[src/rtl/uart_instr_loader.sv]
// UART instruction loader: frames RX bytes into 16-bit words, validates opcode and
// checksum, writes IMEM and holds the CPU stalled until a good image is loaded.
module uart_instr_loader #(
   parameter int unsigned ADDR_W      = 8,
   parameter int unsigned DEPTH       = 256,
   parameter int unsigned TIMEOUT_CYC = 100000,
   parameter logic [7:0]  HDR_BYTE    = 8'hA5
) (
   input  logic              i_clk,
   input  logic              i_reset,
   input  logic              i_rx_valid,
   input  logic [7:0]        i_rx_data,
   output logic              o_imem_we,
   output logic [ADDR_W-1:0] o_imem_addr,
   output logic [15:0]       o_imem_wdata,
   output logic              o_cpu_hold,
   output logic              o_done,
   output logic              o_err,
   output logic [2:0]        o_err_code
);

   localparam int unsigned TMR_W = $clog2(TIMEOUT_CYC + 1);
   localparam int unsigned CW    = ((ADDR_W > 8) ? ADDR_W : 8) + 1;

   localparam logic [2:0] ERR_COUNT   = 3'd1;
   localparam logic [2:0] ERR_OPCODE  = 3'd2;
   localparam logic [2:0] ERR_TIMEOUT = 3'd3;
   localparam logic [2:0] ERR_CHKSUM  = 3'd4;

   typedef enum logic [2:0] {
      S_IDLE, S_COUNT, S_HI, S_LO, S_CHECK, S_DONE, S_ERROR
   } state_t;

   state_t            state, state_d;
   logic [7:0]        n_q, n_d;
   logic [ADDR_W-1:0] idx_q, idx_d;
   logic [7:0]        hi_q, hi_d;
   logic [7:0]        chk_q, chk_d;
   logic [TMR_W-1:0]  tmr_q, tmr_d;
   logic              we_d;
   logic [ADDR_W-1:0] addr_d;
   logic [15:0]       wdata_d;
   logic [2:0]        err_code_d;
   logic              busy;
   logic              timeout;

   // State and datapath registers; status outputs follow the next state
   always_ff @(posedge i_clk) begin
      if (i_reset) begin
         state        <= S_IDLE;
         n_q          <= '0;
         idx_q        <= '0;
         hi_q         <= '0;
         chk_q        <= '0;
         tmr_q        <= '0;
         o_imem_we    <= 1'b0;
         o_imem_addr  <= '0;
         o_imem_wdata <= '0;
         o_cpu_hold   <= 1'b1;
         o_done       <= 1'b0;
         o_err        <= 1'b0;
         o_err_code   <= '0;
      end else begin
         state        <= state_d;
         n_q          <= n_d;
         idx_q        <= idx_d;
         hi_q         <= hi_d;
         chk_q        <= chk_d;
         tmr_q        <= tmr_d;
         o_imem_we    <= we_d;
         o_imem_addr  <= addr_d;
         o_imem_wdata <= wdata_d;
         o_cpu_hold   <= (state_d != S_DONE);
         o_done       <= (state_d == S_DONE);
         o_err        <= (state_d == S_ERROR);
         o_err_code   <= err_code_d;
      end
   end

   assign busy    = (state == S_COUNT) || (state == S_HI) || (state == S_LO) || (state == S_CHECK);
   assign timeout = (tmr_q == TMR_W'(TIMEOUT_CYC - 1));

   // Next-state and datapath updates
   always_comb begin
      state_d    = state;
      n_d        = n_q;
      idx_d      = idx_q;
      hi_d       = hi_q;
      chk_d      = chk_q;
      tmr_d      = '0;
      we_d       = 1'b0;
      addr_d     = o_imem_addr;
      wdata_d    = o_imem_wdata;
      err_code_d = o_err_code;

      case (state)
         S_IDLE, S_DONE, S_ERROR: begin
            if (i_rx_valid && i_rx_data == HDR_BYTE) begin
               state_d    = S_COUNT;
               err_code_d = '0;
            end
         end
         S_COUNT: begin
            if (i_rx_valid) begin
               if (i_rx_data == 8'd0 || 32'(i_rx_data) > DEPTH) begin
                  state_d    = S_ERROR;
                  err_code_d = ERR_COUNT;
               end else begin
                  n_d     = i_rx_data;
                  idx_d   = '0;
                  chk_d   = '0;
                  state_d = S_HI;
               end
            end
         end
         S_HI: begin
            // Opcode field check against the legal set 4'b0000..4'b1010
            if (i_rx_valid) begin
               if (i_rx_data[7:4] > 4'b1010) begin
                  state_d    = S_ERROR;
                  err_code_d = ERR_OPCODE;
               end else begin
                  hi_d    = i_rx_data;
                  state_d = S_LO;
               end
            end
         end
         S_LO: begin
            if (i_rx_valid) begin
               chk_d   = chk_q ^ hi_q ^ i_rx_data;
               we_d    = 1'b1;
               addr_d  = idx_q;
               wdata_d = {hi_q, i_rx_data};
               if (CW'(idx_q) + CW'(1) == CW'(n_q)) begin
                  state_d = S_CHECK;
               end else begin
                  idx_d   = idx_q + ADDR_W'(1);
                  state_d = S_HI;
               end
            end
         end
         S_CHECK: begin
            if (i_rx_valid) begin
               if (i_rx_data == chk_q) begin
                  state_d = S_DONE;
               end else begin
                  state_d    = S_ERROR;
                  err_code_d = ERR_CHKSUM;
               end
            end
         end
         default: state_d = S_IDLE;
      endcase

      // Inter-byte watchdog inside a frame; a consumed byte restarts it
      if (busy && !i_rx_valid) begin
         if (timeout) begin
            state_d    = S_ERROR;
            err_code_d = ERR_TIMEOUT;
         end else begin
            tmr_d = tmr_q + TMR_W'(1);
         end
      end
   end

endmodule

[config.mk]
export PLATFORM = sky130hd
export DESIGN_NAME = uart_instr_loader
export DESIGN_NICKNAME = d
export VERILOG_FILES = /design/src/rtl/uart_instr_loader.sv
export SDC_FILE = /design/constraint.sdc
export NUM_CORES = 1
export LEC_CHECK = 0
export CELL_PAD_IN_SITES_DETAIL_PLACEMENT = 1
export CELL_PAD_IN_SITES_GLOBAL_PLACEMENT = 1
export CORE_MARGIN = 8
export CORE_UTILIZATION = 40
export DETAILED_ROUTE_END_ITERATION = 6
export PLACE_DENSITY_LB_ADDON = 0.1
export REMOVE_ABC_BUFFERS = 1
export SLEW_MARGIN = 20
export SYNTH_ARGS = -nofsm -noshare
export SYNTH_HDL_FRONTEND = slang
export SYNTH_SLANG_ARGS = --single-unit
[constraint.sdc]
create_clock -name i_clk -period 2.59 [get_ports i_clk]
set_input_delay 0.3885 -clock i_clk [delete_from_list [all_inputs] [get_ports i_clk]]
set_output_delay 0.3885 -clock i_clk [all_outputs]
set_load 0.1 [all_outputs]
==> summary.md <==
| Metric | Value |
|---|---|
| Max incr delay on CP | approximately 0.6 ns |
| Crit path kind | reg2reg |
| Die span in x | roughly 120 um |
| Hold Path Depth | 3 |
| Mean post-synth cell area | 8.34 um^2 |
| Postcts setup bufs | 0 |
| Startpoint types | flip-flop |
| HP Class | in2reg |
| CP Capture Type | flip-flop |
| Design Power | 0.00235 W |
| Gr ovfl total | 0 |
| Critical Path Start | idx_q[2]$_SDFFE_PP0P_ |
| Fin. max-slew vios | 0 |
| Detail Route Antenna Nets | 0 |
| Number of I/O port buffers | 41 |
| Vias in the first global route | approximately 3900 |
| RD Place Congestion | 0.809 |
| Total leakage power | 1.80 nW |
| Final hold violations | 0 |
| Clk_lat worst skew | 0.37 ns |
| Cell variety after synth | 58 |
| Worst path arrival time | 2.68 ns |
| Pwr Density | 476 mW/mm^2 |
| Flop2flop setup slack | about 0.2 ns |
| Mapped Cells | 494 |
| Seq/Total Area, Yosys | 0.403 |
| Run status | finished clean |
| Root buffer cell | clkbuf_8 |
| # rows | 37 |
| Largest net degree at the start of global routing | 37 |
| YS warnings | 0 |
| Seq cells post-synth | 83 |
| H-tree depth | 3 |
| CTS buffer count | 9 |
| P_int | 0.00179 W |
| Most frequent cells in the layout | dfxtp_1, nand2_1, buf_4, nor2_1, a21oi_1 |
| Slew margin rel. | 0.588 |
| Detailed Routing Iterations Pass 1 | 4 |
| Crit path top cell by count | a31oi_1 |
| Period minus WS final | 2.39 ns |
| Most common cell after layout, fill and taps aside | dfxtp_1 |
| Clock share of power | 0.410 |
| RSZ-0062 raised after global routing | no |
| Setup Skew | 0.00971 ns |
| Fmax | 418 MHz |
| Final setup TNS | 0 ns |
| Placeable Area | 0.0102 mm^2 |
| Sw Share | 0.241 |
| First-pass GRT wire length | 19.0 mm |
| Global Route Usage Sum | 0.166 |
| Actual slew at the worst max-slew pin | roughly 0.6 ns |
| CTS tree | yes |
| Initial antenna violation count | 0 |
| Clock Tree Buf Depth | 2 |
| Endpoints failing setup | 0 |
| Buf/Inv on CP | 1 |
| Top cell family by delay on the critical path | simple AND/OR/NAND/NOR gates |
| Switch Pwr | 0.000567 W |
| Ys flop type | dfxtp_1 |
| Reg2Reg Launch Point | idx_q[2]$_SDFFE_PP0P_ |
| Peak VDD IR | 294 uV |
| Hold buffer count at CTS | 0 |
| Die Ht | 118 um |
| Starting DRT DRC Count | 144 |
| Worst path cell trace | and3_1, a31oi_1, o2111ai_1, nor4_4, buf_12, or4b_2, a31oi_1 |
| Wire per inst | 16.3 um |
| Number of gates resized after cts | 0 |
| Reg2reg end | idx_q[4]$_SDFFE_PP0P_ |
| Clock tree sinks | slightly above 80 |
| # DRC | 0 |
| CP required | 2.88 ns |
| R2R depth | 7 |
| Starting density of the core | 0.405 |
| Ant diodes | 0 |
| Ys async rst share | 0 |
| Max-cap violations | 0 |
| Post-place setup slack | -0.0223 ns |
| Layout net count | 556 |
| Final WL | 11.1 mm |
| Cell Area, Synth | ~0.004 mm^2 |
| DP Area | 0.00474 mm^2 |
| Die area | ~0.014 mm^2 |
| Io pins | 42 |
| Ratio of cells with drive above 1 in the final layout | 0.184 |
| Critical path depth | 7 |
| Setup WS post-layout | approximately 0.20 ns |
| Area delta synth->final | 19.9% |
| HPWL Detailed | 8.22 mm |
| Final Util | 0.485 |
| Final Cell Area | 0.00494 mm^2 |
| Critical Path Slowest Stage Cell | or4b_2 |
| Sequential power share | 0.542 |
| Routed vias/inst | 5.26 |
| Filler instances | 1247 |
| Fin crit share | 0.924 |
| Detailed-route via count | between 3000 and 4000 |
| CP Max Fanout | 18 |
| Comb pwr share | 0.048 |
| Number of synthesized flops with an enable pin | 0 |
| Worst setup path end | idx_q[4]$_SDFFE_PP0P_ |
| Worst-path clk slew | 0.08 ns |
kinds of logic (layout without fill, tap and decap cells):
| logic type | count (synthesis) | in the layout | synth area share |
|---|---|---|---|
| AOI/OAI and AO/OA | 93 | 93 | 0.152 |
| xor gates and xnor gates | 42 | 42 | 0.0893 |
| adders and majority gates | 2 | 2 | 0.00607 |
| buffers and inverters | 47 | 101 | 0.0531 |
| DFF | 83 | 83 | 0.403 |
| muxes | 14 | 14 | 0.0340 |
| and+or+nand+nor | 213 | 213 | 0.262 |
worst min-delay path by stage:
stage	from	endpoint	slack [ns]
after global placement	tmr_q[0]$_SDFF_PP0_	tmr_q[0]$_SDFF_PP0_	0.44
after global routing	i_reset	tmr_q[4]$_SDFF_PP0_	0.34
after detailed placement	o_imem_wdata[6]$_SDFFE_PP0P_	o_imem_wdata[6]$_SDFFE_PP0P_	0.45
after floorplan	tmr_q[0]$_SDFF_PP0_	tmr_q[0]$_SDFF_PP0_	0.43
final	i_reset	tmr_q[4]$_SDFF_PP0_	0.33
after CTS	i_reset	tmr_q[4]$_SDFF_PP0_	0.31
metal layers:
layer,vias to the layer above,part of all wire,GRT usage,wire [um]
met3,18,0.026,0.0321,288
met1,1729,0.48,0.202,5320
met4,0,0.018,0.0657,195
met2,44,0.48,0.280,5330
met5,-,0,0,0
li1,1807,-,-,-
power by group through the flow:
stage	Sequential (W)	Combinational, W	Clock, W
after detailed placement	0.00131	0.000114	0
after CTS	0.00128	0.000114	0.000995
after floorplan	0.00132	0.0000275	0
final	0.00128	0.000113	0.000965
after global routing	0.00128	0.000122	0.00104
after global placement	0.00131	0.000113	0
worst reg2reg max path: cells and delay by family, from the launching register on:
family          cells  cell delay [ns]
compound gates      3             0.57
simple gates        3             1.05
buf+inv             1             0.16
flops               1             0.54
sequential cells by signal (all words and copies together) (netlist names):
register,flops
hi_q,8
o_err,1
o_imem_addr,8
tmr_q,17
o_imem_we,1
o_imem_wdata,16
o_cpu_hold,1
idx_q,8
state,3
o_err_code,3
chk_q,8
n_q,8
o_done,1
stage by stage:
| stage | hold WS, ns | cells |
|---|---|---|
| floorplan | 0.430 | 455 |
| global placement | 0.442 | 668 |
| detailed placement | 0.448 | 668 |
| CTS | 0.313 | 684 |
| global route | 0.338 | 684 |
| finish | 0.329 | 684 |
synthesized netlist by cell type, types with 3 or more instances:
library cell  count  area, um^2
nand2b_1          6        37.5
and3_1            8        50.1
nor2_1           59         221
a211oi_1          5        37.5
dfxtp_1          83        1660
mux2i_1          14         140
a22oi_1           7        52.6
a21o_1            8        60.1
xnor2_1          21         184
nand4_1           3        18.8
a31oi_1           9        56.3
and2_1            4        25.0
nor3_1           12        60.1
or2_2             3        18.8
a21oi_1          38         190
nor4_1            4        25.0
xor2_1           21         184
o21ai_0           5        25.0
nand2_1          69         259
buf_4             4        30.0
o211a_1           3        30.0
clkbuf_1         21        78.8
inv_1             8        30.0
nor2b_1           3        18.8
buf_2            10        50.1
or4_1             6        45.0
nand3_1          15        75.1
layout make-up:
type	count	area [um^2]	share of cell area
inverter	8	30.0	0.00607
timing repair buffer	77	636	0.129
multi-input combinational	364	2240	0.454
clock inverter	6	65.1	0.0132
clock buffer	10	138	0.0278
sequential	83	1660	0.336
tap	136	170	0.0344
Note: power is estimated with default switching activity, not from simulation.
